**src/rtl/control_unit_if.sv**
```systemverilog
// Datapath <-> control unit bundle: instruction/flags/MFC in, every datapath control out.
// master = control unit side, slave = datapath side.
interface control_unit_if;
    logic [31:0] IR_Out;
    logic [3:0]  Flags;
    logic        MFC;

    logic MFA, RW_RAM, SALU, RF_CLR, RF_RW, SSAB, SSOP, SMA, STA;
    logic MAR_EN, SR_EN, SE_EN, MDR_EN, SHT_EN, IR_EN, SGN_EN;
    logic [1:0] DataSize, WRA, SRA, SRB, SISE, SALUB;
    logic [3:0] ALUA;
    logic [4:0] STATE;
    logic       FAULT;

    modport master (
        input  IR_Out, Flags, MFC,
        output MFA, RW_RAM, SALU, RF_CLR, RF_RW, SSAB, SSOP, SMA, STA,
               MAR_EN, SR_EN, SE_EN, MDR_EN, SHT_EN, IR_EN, SGN_EN,
               DataSize, WRA, SRA, SRB, SISE, SALUB, ALUA, STATE, FAULT
    );

    modport slave (
        output IR_Out, Flags, MFC,
        input  MFA, RW_RAM, SALU, RF_CLR, RF_RW, SSAB, SSOP, SMA, STA,
               MAR_EN, SR_EN, SE_EN, MDR_EN, SHT_EN, IR_EN, SGN_EN,
               DataSize, WRA, SRA, SRB, SISE, SALUB, ALUA, STATE, FAULT
    );
endinterface

```
**src/rtl/control_unit.sv**
```systemverilog
// Moore FSM sequencing the multi-cycle ARM datapath (fetch/decode/cond/execute)
// with a memory-wait watchdog that traps to HALT when MFC never arrives.
module control_unit #(
    parameter int MEM_TIMEOUT = 15
) (
    input  logic          CLK,
    input  logic          CLR,
    control_unit_if.master bus
);
    typedef enum logic [4:0] {
        S_RESET  = 5'd0,  S_FETCH1 = 5'd1,  S_FETCH2 = 5'd2,  S_FETCH3 = 5'd3,
        S_FETCH4 = 5'd4,  S_DECODE = 5'd5,  S_DP     = 5'd6,  S_MEM1   = 5'd7,
        S_LD1    = 5'd8,  S_LD2    = 5'd9,  S_ST1    = 5'd10, S_ST2    = 5'd11,
        S_BL1    = 5'd12, S_BR1    = 5'd13, S_HALT   = 5'd31
    } state_t;

    localparam logic [3:0] ALU_ADD = 4'b0100;
    localparam logic [3:0] ALU_SUB = 4'b0010;
    localparam logic [3:0] ALU_MOV = 4'b1101;

    state_t      state, dec_next, wait_next;
    logic [7:0]  wdog;
    logic        fault;
    logic        wd_expire;
    logic [31:0] ir;
    logic        unused_ir;

    assign ir        = bus.IR_Out;
    assign unused_ir = ^{ir[21], ir[19:0]};
    assign wd_expire = (wdog == 8'(MEM_TIMEOUT - 1));

    function automatic logic cond_pass(input logic [3:0] cc, input logic [3:0] f);
        logic n, z, c, v;
        {n, z, c, v} = f;
        case (cc)
            4'h0:    cond_pass = z;
            4'h1:    cond_pass = !z;
            4'h2:    cond_pass = c;
            4'h3:    cond_pass = !c;
            4'h4:    cond_pass = n;
            4'h5:    cond_pass = !n;
            4'h6:    cond_pass = v;
            4'h7:    cond_pass = !v;
            4'h8:    cond_pass = c && !z;
            4'h9:    cond_pass = !c || z;
            4'hA:    cond_pass = (n == v);
            4'hB:    cond_pass = (n != v);
            4'hC:    cond_pass = !z && (n == v);
            4'hD:    cond_pass = z || (n != v);
            4'hE:    cond_pass = 1'b1;
            default: cond_pass = 1'b0;
        endcase
    endfunction

    always_comb begin
        dec_next = S_FETCH1;
        if (!cond_pass(ir[31:28], bus.Flags))  dec_next = S_FETCH1;
        else if (ir[27:26] == 2'b00)           dec_next = S_DP;
        else if (ir[27:25] == 3'b010)          dec_next = S_MEM1;
        else if (ir[27:25] == 3'b101)          dec_next = ir[24] ? S_BL1 : S_BR1;
    end

    always_comb begin
        case (state)
            S_FETCH3: wait_next = S_FETCH4;
            S_LD1:    wait_next = S_LD2;
            default:  wait_next = S_FETCH1;
        endcase
    end

    // Watchdog is zeroed in every non-wait state, which covers both entry and exit.
    always_ff @(posedge CLK) begin
        if (CLR) begin
            state <= S_RESET;
            fault <= 1'b0;
            wdog  <= '0;
        end else begin
            wdog <= '0;
            case (state)
                S_RESET:  state <= S_FETCH1;
                S_FETCH1: state <= S_FETCH2;
                S_FETCH2: state <= S_FETCH3;
                S_FETCH3, S_LD1, S_ST2: begin
                    if (bus.MFC) begin
                        state <= wait_next;
                    end else if (wd_expire) begin
                        state <= S_HALT;
                        fault <= 1'b1;
                    end else begin
                        wdog <= wdog + 8'd1;
                    end
                end
                S_FETCH4: state <= S_DECODE;
                S_DECODE: state <= dec_next;
                S_DP:     state <= S_FETCH1;
                S_MEM1:   state <= ir[20] ? S_LD1 : S_ST1;
                S_LD2:    state <= S_FETCH1;
                S_ST1:    state <= S_ST2;
                S_BL1:    state <= S_BR1;
                S_BR1:    state <= S_FETCH1;
                S_HALT:   state <= S_HALT;
                default:  state <= S_RESET;
            endcase
        end
    end

    always_comb begin
        bus.MFA = 1'b0;    bus.RW_RAM = 1'b0; bus.SALU = 1'b0;   bus.RF_CLR = 1'b0;
        bus.RF_RW = 1'b0;  bus.SSAB = 1'b0;   bus.SSOP = 1'b0;   bus.SMA = 1'b0;
        bus.STA = 1'b0;    bus.MAR_EN = 1'b0; bus.SR_EN = 1'b0;  bus.SE_EN = 1'b0;
        bus.MDR_EN = 1'b0; bus.SHT_EN = 1'b0; bus.IR_EN = 1'b0;  bus.SGN_EN = 1'b0;
        bus.DataSize = 2'b00; bus.WRA = 2'd0; bus.SRA = 2'd0;    bus.SRB = 2'd0;
        bus.SISE = 2'd0;   bus.SALUB = 2'd0;  bus.ALUA = 4'b0000;
        bus.STATE = state;
        bus.FAULT = fault;
        case (state)
            S_RESET:  bus.RF_CLR = 1'b1;
            S_FETCH1: begin
                bus.SRB = 2'd1; bus.SSOP = 1'b1; bus.SALUB = 2'd3;
                bus.ALUA = ALU_MOV; bus.MAR_EN = 1'b1;
            end
            S_FETCH2: begin
                bus.SRA = 2'd1; bus.SALUB = 2'd1; bus.ALUA = ALU_ADD; bus.WRA = 2'd1;
                bus.RF_RW = 1'b1; bus.MFA = 1'b1; bus.RW_RAM = 1'b1; bus.DataSize = 2'b10;
            end
            S_FETCH3: begin
                bus.MFA = 1'b1; bus.RW_RAM = 1'b1; bus.DataSize = 2'b10;
                bus.SMA = 1'b1; bus.MDR_EN = 1'b1;
            end
            S_FETCH4: bus.IR_EN = 1'b1;
            S_DP: begin
                bus.SALU = 1'b1; bus.SALUB = 2'd3; bus.SHT_EN = 1'b1;
                bus.SR_EN = ir[20];
                bus.RF_RW = (ir[24:23] != 2'b10);   // TST/TEQ/CMP/CMN only set flags
                if (ir[25]) begin
                    bus.SE_EN = 1'b1;
                end else begin
                    bus.SSOP = 1'b1; bus.SRB = 2'd3; bus.SSAB = 1'b1;
                end
            end
            S_MEM1: begin
                bus.SE_EN = 1'b1; bus.SISE = 2'd1; bus.SALUB = 2'd3; bus.MAR_EN = 1'b1;
                bus.ALUA = ir[23] ? ALU_ADD : ALU_SUB;
            end
            S_LD1: begin
                bus.MFA = 1'b1; bus.RW_RAM = 1'b1; bus.SMA = 1'b1; bus.MDR_EN = 1'b1;
                bus.DataSize = ir[22] ? 2'b00 : 2'b10;
            end
            S_LD2: begin
                bus.ALUA = ALU_MOV; bus.RF_RW = 1'b1;
            end
            S_ST1: begin
                bus.SRB = 2'd2; bus.SSOP = 1'b1; bus.SALUB = 2'd3;
                bus.ALUA = ALU_MOV; bus.MDR_EN = 1'b1;
            end
            S_ST2: begin
                bus.MFA = 1'b1; bus.DataSize = ir[22] ? 2'b00 : 2'b10;
            end
            S_BL1: begin
                bus.SRB = 2'd1; bus.SSOP = 1'b1; bus.SALUB = 2'd3;
                bus.ALUA = ALU_MOV; bus.WRA = 2'd2; bus.RF_RW = 1'b1;
            end
            S_BR1: begin
                bus.SRA = 2'd1; bus.SALUB = 2'd2; bus.ALUA = ALU_ADD;
                bus.WRA = 2'd1; bus.RF_RW = 1'b1;
            end
            default: ;
        endcase
    end
endmodule

```
**src/flat_wrapper.sv**
```systemverilog
// flat-port wrapper written by rule: the top's interface ports become plain ports
module control_unit_flat 
#(
    parameter int MEM_TIMEOUT = 15
)
  (CLK, CLR, bus_IR_Out, bus_Flags, bus_MFC, bus_MFA, bus_RW_RAM, bus_SALU, bus_RF_CLR, bus_RF_RW, bus_SSAB, bus_SSOP, bus_SMA, bus_STA, bus_MAR_EN, bus_SR_EN, bus_SE_EN, bus_MDR_EN, bus_SHT_EN, bus_IR_EN, bus_SGN_EN, bus_DataSize, bus_WRA, bus_SRA, bus_SRB, bus_SISE, bus_SALUB, bus_ALUA, bus_STATE, bus_FAULT);
  control_unit_if bus_i ();
  input  logic CLK;
  input  logic CLR;
  input wire logic [$bits(bus_i.IR_Out)-1:0] bus_IR_Out;
  input wire logic [$bits(bus_i.Flags)-1:0] bus_Flags;
  input wire logic [$bits(bus_i.MFC)-1:0] bus_MFC;
  output wire logic [$bits(bus_i.MFA)-1:0] bus_MFA;
  output wire logic [$bits(bus_i.RW_RAM)-1:0] bus_RW_RAM;
  output wire logic [$bits(bus_i.SALU)-1:0] bus_SALU;
  output wire logic [$bits(bus_i.RF_CLR)-1:0] bus_RF_CLR;
  output wire logic [$bits(bus_i.RF_RW)-1:0] bus_RF_RW;
  output wire logic [$bits(bus_i.SSAB)-1:0] bus_SSAB;
  output wire logic [$bits(bus_i.SSOP)-1:0] bus_SSOP;
  output wire logic [$bits(bus_i.SMA)-1:0] bus_SMA;
  output wire logic [$bits(bus_i.STA)-1:0] bus_STA;
  output wire logic [$bits(bus_i.MAR_EN)-1:0] bus_MAR_EN;
  output wire logic [$bits(bus_i.SR_EN)-1:0] bus_SR_EN;
  output wire logic [$bits(bus_i.SE_EN)-1:0] bus_SE_EN;
  output wire logic [$bits(bus_i.MDR_EN)-1:0] bus_MDR_EN;
  output wire logic [$bits(bus_i.SHT_EN)-1:0] bus_SHT_EN;
  output wire logic [$bits(bus_i.IR_EN)-1:0] bus_IR_EN;
  output wire logic [$bits(bus_i.SGN_EN)-1:0] bus_SGN_EN;
  output wire logic [$bits(bus_i.DataSize)-1:0] bus_DataSize;
  output wire logic [$bits(bus_i.WRA)-1:0] bus_WRA;
  output wire logic [$bits(bus_i.SRA)-1:0] bus_SRA;
  output wire logic [$bits(bus_i.SRB)-1:0] bus_SRB;
  output wire logic [$bits(bus_i.SISE)-1:0] bus_SISE;
  output wire logic [$bits(bus_i.SALUB)-1:0] bus_SALUB;
  output wire logic [$bits(bus_i.ALUA)-1:0] bus_ALUA;
  output wire logic [$bits(bus_i.STATE)-1:0] bus_STATE;
  output wire logic [$bits(bus_i.FAULT)-1:0] bus_FAULT;
  assign bus_i.IR_Out = bus_IR_Out;
  assign bus_i.Flags = bus_Flags;
  assign bus_i.MFC = bus_MFC;
  assign bus_MFA = bus_i.MFA;
  assign bus_RW_RAM = bus_i.RW_RAM;
  assign bus_SALU = bus_i.SALU;
  assign bus_RF_CLR = bus_i.RF_CLR;
  assign bus_RF_RW = bus_i.RF_RW;
  assign bus_SSAB = bus_i.SSAB;
  assign bus_SSOP = bus_i.SSOP;
  assign bus_SMA = bus_i.SMA;
  assign bus_STA = bus_i.STA;
  assign bus_MAR_EN = bus_i.MAR_EN;
  assign bus_SR_EN = bus_i.SR_EN;
  assign bus_SE_EN = bus_i.SE_EN;
  assign bus_MDR_EN = bus_i.MDR_EN;
  assign bus_SHT_EN = bus_i.SHT_EN;
  assign bus_IR_EN = bus_i.IR_EN;
  assign bus_SGN_EN = bus_i.SGN_EN;
  assign bus_DataSize = bus_i.DataSize;
  assign bus_WRA = bus_i.WRA;
  assign bus_SRA = bus_i.SRA;
  assign bus_SRB = bus_i.SRB;
  assign bus_SISE = bus_i.SISE;
  assign bus_SALUB = bus_i.SALUB;
  assign bus_ALUA = bus_i.ALUA;
  assign bus_STATE = bus_i.STATE;
  assign bus_FAULT = bus_i.FAULT;
  control_unit #(.MEM_TIMEOUT(MEM_TIMEOUT)) u_core (.CLK(CLK), .CLR(CLR), .bus(bus_i));
endmodule
```
**config.mk**
```make
export PLATFORM = sky130hd
export DESIGN_NAME = control_unit_flat
export DESIGN_NICKNAME = d
export VERILOG_FILES = /design/src/rtl/control_unit_if.sv /design/src/rtl/control_unit.sv /design/src/flat_wrapper.sv
export SDC_FILE = /design/constraint.sdc
export NUM_CORES = 1
export LEC_CHECK = 0
export ABC_AREA = 1
export BUFFER_PORTS_ARGS = -buffer_cell sky130_fd_sc_hd__buf_2
export CORE_MARGIN = 10
export CORE_UTILIZATION = 41
export CTS_BUF_LIST = sky130_fd_sc_hd__clkbuf_4 sky130_fd_sc_hd__clkbuf_8
export CTS_CLUSTER_SIZE = 14
export DETAILED_ROUTE_END_ITERATION = 10
export PLACE_DENSITY = 0.84
export SLEW_MARGIN = 20
export SYNTH_ARGS = -nofsm -noshare
export SYNTH_HDL_FRONTEND = slang
export SYNTH_SLANG_ARGS = --single-unit
```
**constraint.sdc**
```tcl
create_clock -name CLK -period 1.6 [get_ports CLK]
set_clock_uncertainty 0.15 [all_clocks]
set_input_delay 0.08 -clock CLK [delete_from_list [all_inputs] [get_ports CLK]]
set_output_delay 0.08 -clock CLK [all_outputs]
set_load 0.01 [all_outputs]
```
# Word level (Yosys, flattened, before mapping)
# Cells that the tools add are included.
# word_totals
ff_bits,14
latchBits,0
ramBits,0
rom_bits,0
out_inout_bits,38
word_cells,105
mem_count,0
# op_classes
addsub,1
multipliers,0
n_div,0
n_lt_le_gt_ge,0
eq_ne,35
n_shift,0
n_mux,36
n_bitwise,2
n_reduce_logical,28
# op_table
op,n
one-hot mux 5 bit (10 select lines),1
"== test 5 x 4 -> 1 bit, second input constant",6
two-way mux 5 bit,6
"== test 4 bit, second input constant",7
"== test 5 x 3 -> 1 bit, second input constant",4
OR reduction 4 bit,5
"== test 4 x 3 -> 1 bit, second input constant",4
two-way mux 1 bit,15
one-hot mux 1 bit (15 select lines),1
one-hot mux 2 bit (3 select lines),2
one-hot mux 4 bit (3 select lines),1
OR reduction 2 bit,6
OR reduction 3 bit,4
"== test 5 x 2 -> 1 bit, second input constant",2
"adder 8 x 1 -> 8 bit, second input constant",1
"== test 4 x 2 -> 1 bit, second input constant",2
"== test 8 x 4 -> 1 bit, second input constant",1
one-hot mux 2 bit (2 select lines),2
one-hot mux 4 bit (2 select lines),1
two-way mux 2 bit,3
one-hot mux 1 bit (2 select lines),3
"== test 5 x 1 -> 1 bit, second input constant",1
"== test 5 bit, second input constant",1
logical NOT 5 bit,1
other kinds (16),22

# Depth between registers and ports, before layout
# Gate-level depths: netlist (run 1).
# logic_depth
depth_word,6
mapped_depth,13
mapped_depth_nobuf,13

# Worst setup path before layout (run 1)
# OpenSTA, ideal clock, no wires.
# synth_timing
path_kind,register to register
startpoint,register u_core.state[4] (netlist: u_core.bus.STATE[4])
endpoint,register u_core.state[2] (netlist: u_core.bus.STATE[2])
setup_ns,0.115
arrival_ns,1.407
required_ns,1.335
slack_ns,-0.072
stages_incl_launch_ff,11
path_buffers,0
path_cell_list,dfxtp_1 -> inv_4 -> nand3_4 -> nor2_4 -> nor2_4 -> nand2_4 -> nand2_2 -> nand2_2 -> nor3_2 -> nand2_1 -> and2_1
# synth_via
elab_chain_len,4
word_cells_on_any_way,21
classes_between,eq/ne (15); mux (3); reduce/logical (3)
# synth_lines
element,line,rtl
"start, declared",control_unit.sv:21,"state_t state, dec_next, wait_next;"
"start signal, assigned",control_unit.sv:85,state <= wait_next;
"start signal, assigned",control_unit.sv:94,S_DECODE: state <= dec_next;
"start signal, assigned",control_unit.sv:96,S_MEM1: state <= ir[20] ? S_LD1 : S_ST1;
== test 5 x 4 -> 1 bit / == test 5 x 2 -> 1 bit (equally long branches),"control_unit.sv:64, control_unit.sv:79",
one-hot mux 4 bit (2 select lines),control_unit.sv:64,case (state)
two-way mux 5 bit,control_unit.sv:84,if (bus.MFC) begin
one-hot mux 5 bit (10 select lines),control_unit.sv:79,case (state)
# Several ways; a longest one is shown, not always the timed one.
# A chain may end at the register's enable or synchronous reset.

# Worst setup path after layout (run 1)
# layout_timing
startpoint,register u_core.state[0] (netlist: u_core.bus.STATE[0])
endpoint,output bus_ALUA[2]
# layout_via
elab_chain_len,3
word_cells_on_any_way,10
classes_between,eq/ne (7); mux (1); reduce/logical (2)
# layout_lines
element,line,rtl
== test 5 x 1 -> 1 bit (tied with other cells),control_unit.sv:116,case (state)
OR reduction 4 bit (no source line) / OR reduction 2 bit (equally long branches),--,
one-hot mux 4 bit (3 select lines) *,control_unit.sv:116,
"end, declared",flat_wrapper.sv:35,output wire logic [$bits(bus_i.ALUA)-1:0] bus_ALUA;
# Every way passes the cells marked *; elsewhere a longest branch is shown, timed or not.

==> results of run 1 <==
critical path, delay by kind of cell, from the launching register on:
kind | cells | cell delay, ns
simple gates | 4 | 0.49
compound gates | 1 | 0.05
buf+inv | 3 | 0.38
flops | 1 | 0.41
how the worst max path moves through the flow:
| stage | depth (start not counted) | endpoint | from | slack [ns] |
|---|---|---|---|---|
| 3_3_place_gp | 8 | u_core.bus.STATE[2] | u_core.bus.STATE[0] | -0.05 |
| 2_1_floorplan | 10 | u_core.bus.STATE[2] | u_core.bus.STATE[0] | -0.01 |
| 6_report | 8 | bus_ALUA[2] | u_core.bus.STATE[0] | -0.24 |
| 4_1_cts | 9 | bus_ALUA[2] | u_core.bus.STATE[3] | -0.09 |
| 5_1_grt | 8 | bus_ALUA[2] | u_core.bus.STATE[0] | -0.29 |
| 3_5_place_dp | 9 | u_core.wdog[2] | u_core.bus.STATE[3] | -0.13 |
cells in the mapped netlist:
| library cell | number |
|---|---|
| a21oi_1 | 7 |
| a21oi_4 | 1 |
| and2_1 | 1 |
| buf_4 | 7 |
| clkbuf_1 | 1 |
| clkinv_2 | 1 |
| conb_1 | 1 |
| dfxtp_1 | 14 |
| ha_1 | 2 |
| inv_1 | 32 |
| inv_2 | 2 |
| inv_4 | 1 |
| nand2_1 | 64 |
| nand2_2 | 5 |
| nand2_4 | 1 |
| nand3_1 | 27 |
| nand3_4 | 2 |
| nand3b_1 | 2 |
| nand4_1 | 3 |
| nor2_1 | 36 |
| nor2_2 | 3 |
| nor2_4 | 3 |
| nor3_1 | 5 |
| nor3_2 | 1 |
| nor3_4 | 1 |
| nor3b_2 | 1 |
| o211ai_1 | 2 |
| o21a_1 | 1 |
| o21ai_0 | 5 |
| o22ai_1 | 1 |
| xnor2_1 | 1 |
| xor2_1 | 2 |
power breakdown:
part	switching, mW	internal (mW)	leakage [nW]
sequential	0.0962	0.399	0.117
combinational	1.24	1.02	1.13
clock	0.101	0.0872	0.0138
total	1.44	1.51	1.26
area by class of cell:
class                      instances  share of cell area (%)
sequential                        14                    12.7
clock buffer                       3                   0.955
timing repair buffer              92                    28.4
tap                               46                    2.44
multi-input combinational        182                    48.4
inverter                          36                    7.17
per-stage QoR:
step	TNS (ns)	cells	hold WS [ns]	area (µm²)
finish	-4.28	373	0.111	2360
detailed placement	-0.769	354	0.132	1850
floorplan	-0.0171	240	-0.00582	1400
global route	-6.90	373	0.138	2360
CTS	-1.01	368	0.0571	2170
global placement	-0.0797	354	0.132	1850
metal layers:
| metal | part of all wire (%) | vias up | wire [µm] | track usage [%] |
|---|---|---|---|---|
| li1 | - | 923 | - | - |
| met1 | 32 | 903 | 2010 | 15.8 |
| met2 | 48 | 188 | 3060 | 28.9 |
| met3 | 11 | 62 | 718 | 4.67 |
| met4 | 9.1 | 0 | 578 | 9.68 |
| met5 | 0 | - | 0 | 0 |
registers in the layout, indices dropped and copies added (netlist names):
name,cells
u_core.wdog,8
u_core.bus.STATE,5
u_core.bus.FAULT,1
cells by family after synthesis:
group,Yosys count
flops,14
compound gates,17
xor+xnor,3
buf+inv,44
other cells,1
simple gates,155
fa+ha+maj,2
timing repair:
| item | in CTS | in global routing |
|---|---|---|
| endpoints found under the setup margin | 37 | 40 |
| pin swaps | 10 | 7 |
| setup buffers | 11 | 5 |
| hold buffers | 1 | 0 |
| gates resized for setup | 68 | 39 |
| endpoints found under the hold margin | 5 | 0 |
==> out/metrics.yaml, run 1 <==
hold_start: "bus_IR_Out[26]"
ys_seq_area_share_pct: 20.3
violations: "setup timing"
final_antenna_net_count: 0
wl_mm: 6.36
multi_input_area_um2: 1140
pin_count: 77
final_common_cell: "nand2_1"
htree_levels: 1
pwr_density_cell_nw_per_um2: 1250
cts_made_buffers: 3
cp.arrival_ns: 1.61
path_max_fanout: 4
r2r_end: "u_core.bus.STATE[2]"
start_util_pct: 42.0
p_leak_nw: 1.26
path_cells: "inv_4 -> nor2_1 -> buf_4 -> nand3_4 -> nand2_4 -> a21oi_2 -> nand3_1 -> buf_2"
worst_r2r_path_depth: 8
die_h_um: 78.0
dpl.hpwl_mm: 3.49
cts.path.max_buffers: 2
n_antenna_cell: 0
antenna_found_initial: 0
startpoint_type: "register"
cp_slowest_cell: "dfxtp_4"
worstHoldEndpoint: "u_core.bus.STATE[1]"
chipWidth_um: 78.0
synthAdderAreaFrac_pct: 1.81
synth_compound_area_share_pct: 7.62
drc: 0
setup_slack_ns: -0.240
netlist_instances: 236
synth_top_family_by_area: "simple AND/OR/NAND/NOR gates"
maxSlewViolCount: 0
gp_congestion: 0.906
fin_nets: 370
synth_xor_area_share_pct: 1.90
tritoncts: "done"
dp_slack_ns: -0.129
required_ns: 1.37
final_cell_mix: "nand2_1 (51), buf_2 (41), buf_4 (29)"
regToRegSetupSlack_ns: -0.14
report.power.total_mw: 2.95
grt_pass1_vias: 1854
avgSynthCellArea_um2: 5.85
rr_startpoint: "u_core.bus.STATE[0]"
overflow: 0
final_util_pct: 71.8
min_path_cells: 6
max_freq_ghz: 0.544
max_stage_delay_ns: 0.41
endpoint_kind: "output port"
drv_cap: 0
synth_area_um2: 1380
gr-usage-all-layers_pct: 16.0
synth_cell_type_count: 32
synth_top_area_share_pct: 20.3
crit_type: "register to output port"
outcome: "finished, violations left"
routedWlPerCell_um: 17.1
clock_latency_ns: 0.27
synthMuxAreaShare_pct: 0
yosys.area_share.simple_pct: 53.9
hp-class: "input port to register"
synth_warnings: 0
core_um2: 3280
ir_worst_vdd_uv: 688
yosysTopAreaCell: "dfxtp_1"
period_needed_ns: 1.84
rows: 21
nFillCells: 219
drt_iter0_drc: 247
numClockSinks: 14
drt_first_pass_iters: 7
root_buffer: "clkbuf_4"
viasPerCell: 5.57
timing.final.crit_share_pct: 115
synth_seq_cells: 14
setup_violations: 39
num_vias: 2076
io_buffers: 50
syn2layout_area_growth_pct: 70.8
grt_max_degree: 9
regArea_um2: 299
synthTopCellsByArea: "dfxtp_1 (20%), nand2_1 (17%), nand3_1 (9.8%)"
layout-drive-gt1-share_pct: 50.5
rsz0062_at_grt: "yes"
finalHoldViolCount: 0
cts.clk_slew.worst_paths_ns: 0.07
grt_pass1_wl_mm: 8.28
die_area_um2: 6090
(Power assumes the default switching activity.)
==> run 2, diff against run 1 <==
CORE_ASPECT_RATIO = 1.75   (was unset)
CTS_CLUSTER_DIAMETER = 60   (was unset)
SKIP_LAST_GASP = 1   (was unset)
==> run 2 against run 1 <==
Against the previous run: register-to-register slack worse by 0.05 ns; worst setup slack better by 0.045 ns; largest cell class unchanged; die area up 1.5%; critical endpoint is now u_core.bus.STATE[0]; maximum frequency up 2.5%; final area up 2.1%; combinational power up 4%; wire length down 2.8%; the run still ends with setup timing left.
==> out/metrics.yaml, run 2 (synthesis results as in run 1) <==
largest_reg_flops: 8  # unchanged
htree_levels: 1  # unchanged
final_antenna_net_count: 0  # unchanged
dpl.hpwl_mm: 3.66  # +4.8%
met3_usage_pct: 3.80  # -0.87 points
regMostFlops: "u_core.wdog"
start_util_pct: 43.0  # +0.98 points
startpoint_type: "register"
drt_first_pass_iters: 4  # -3
finalHoldViolCount: 0  # unchanged
cts_made_buffers: 3  # unchanged
cp.arrival_ns: 1.79  # +0.18 ns
antenna_found_initial: 0  # unchanged
grt_pass1_wl_mm: 8.22  # -0.68%
hp-class: "input port to register"
maxSlewViolCount: 0  # unchanged
ir_worst_vdd_uv: 1170  # +71%
gp_congestion: 0.918  # +1.3%
comb_power_share_pct: 74.4  # -2.4 points
path_max_fanout: 5  # +1
cts.path.max_buffers: 2  # unchanged
syn2layout_area_growth_pct: 74.4
numClockSinks: 14  # unchanged
n_antenna_cell: 0  # unchanged
switching_share_pct: 46.1  # -2.7 points
worstHoldEndpoint: "u_core.bus.STATE[1]"
chipWidth_um: 63.9  # -18%
clock_latency_ns: 0.25  # -0.02 ns
setup_slack_ns: -0.195  # +0.0451 ns
pin_count: 77  # unchanged
endpoint_kind: "register"
grt_max_degree: 9  # unchanged
rr_startpoint: "u_core.bus.STATE[3]"
seqPwrFrac_pct: 14.9  # -1.9 points
fin_nets: 379  # +2.4%
rsz0062_at_grt: "yes"
grt_pass1_vias: 1869  # +0.81%
violations: "setup timing"
dp_slack_ns: -0.0878  # +0.0417 ns
final_cell_mix: "nand2_1 (54), buf_2 (42), buf_4 (37)"
die_h_um: 96.8  # +24%
regToRegSetupSlack_ns: -0.19  # -0.05 ns
required_ns: 1.59  # +0.22 ns
tritoncts: "done"
rows: 27  # +29%
grtUsageMet2_pct: 30.3  # +1.4 points
min_path_cells: 6  # unchanged
outcome: "finished, violations left"
drv_cap: 0  # unchanged
gr-usage-all-layers_pct: 15.6  # -0.38 points
drc: 0  # unchanged
r2r_end: "u_core.bus.STATE[0]"
num_vias: 1967  # -5.3%
hold_start: "bus_IR_Out[27]"
switchingPower_mw: 1.45  # +1.0%
io_buffers: 50  # unchanged
crit_type: "register to register"
gr-max-usage-layer: "met2"
final_common_cell: "nand2_1"
overflow: 0  # unchanged
layout-drive-gt1-share_pct: 50.4  # about the same
timing.final.crit_share_pct: 112  # -2.8 points
cellInternalPower_mw: 1.70  # +13%
wl_mm: 6.18  # -2.8%
timing.critical_path.from: "u_core.bus.STATE[3]"
met1_usage_pct: 14.1  # -1.7 points
max_freq_ghz: 0.557  # +2.5%
routedWlPerCell_um: 16.3  # -4.6%
nFillCells: 204  # -6.8%
core_um2: 3210  # -2.3%
root_buffer: "clkbuf_8"
drt_iter0_drc: 126  # -49%
worst_r2r_path_depth: 10  # +2
period_needed_ns: 1.79  # -0.0451 ns
viasPerCell: 5.18  # -7.0%
die_area_um2: 6180  # +1.5%
pwr_density_cell_nw_per_um2: 1310  # +4.7%
final_util_pct: 75.0  # +3.2 points
p_clk_share_pct: 10.8  # +4.4 points
cts.clk_slew.worst_paths_ns: 0.06  # about the same
p_leak_nw: 1.29  # +2.2%
setup_violations: 34  # -13%
## run 2: cell count changes in the layout (fill, tap and decap cells not counted), sizes merged
cell,delta
clkbuf,+1
buf,+9
## run 2: worst max-delay path by stage
stage	end	slack, ns	depth (start not counted)
floorplan	u_core.bus.STATE[2]	-0.01	10
global placement	u_core.bus.STATE[2]	-0.04	8
detailed placement	u_core.bus.STATE[2]	-0.09	9
CTS	bus_ALUA[2]	-0.06	7
global route	u_core.bus.STATE[0]	-0.23	10
finish	u_core.bus.STATE[0]	-0.19	10
## run 2: through the flow
stage / hold WS (ns) / setup TNS, ns / cell area (µm²) / std cells / power (mW)
after detailed placement: 0.134 / -0.404 / 1920 / 360 / 2.11
after floorplan: -0.00582 / -0.0171 / 1400 / 240 / 1.31
after global placement: 0.126 / -0.148 / 1920 / 360 / 2.08
final: 0.120 / -2.99 / 2410 / 380 / 3.15
after CTS: 0.0949 / -0.991 / 2240 / 374 / 2.79
after global routing: 0.178 / -5.15 / 2410 / 380 / 3.33
## run 2: per-layer routing
layer	share of wire, %	up-vias
li1	-	938
met1	34	906
met2	55	95
met3	5.4	28
met4	5.3	0
met5	0	-
## run 2: area by class of cell
type | instances | area, µm² | area share, %
Clock buffer | 4 | 55.1 | 2.29
Inverter | 36 | 159 | 6.60
Multi-Input combinational cell | 182 | 1100 | 45.6
Sequential cell | 14 | 299 | 12.4
Tap cell | 43 | 53.8 | 2.23
Timing Repair Buffer | 101 | 743 | 30.9
## run 2: repair_timing
item,4_1_cts,5_1_grt
setup endpoints to repair,35,35
endpoints found under the hold margin,1,0
pin swaps,8,9
resized for setup,59,31
buffers inserted,9,6
hold buffers,1,0
## run 2: power groups by stage
| stage | Combinational [mW] | Sequential [mW] | Clock, mW |
|---|---|---|---|
| floorplan | 0.859 | 0.454 | 0 |
| global placement | 1.64 | 0.432 | 0 |
| detailed placement | 1.67 | 0.438 | 0 |
| CTS | 1.99 | 0.458 | 0.346 |
| global route | 2.50 | 0.476 | 0.357 |
| finish | 2.35 | 0.469 | 0.340 |
## run 2: critical path: stages (launching register included)
cell and delay, ns:
dfxtp_4 0.38, inv_4 0.09, nand2_8 0.08, nor3_4 0.28, nand2_1 0.11, nand2_1 0.11
nand3b_1 0.12, nor2_2 0.16, nand2_1 0.09, nand2_1 0.08, nand2_1 0.04
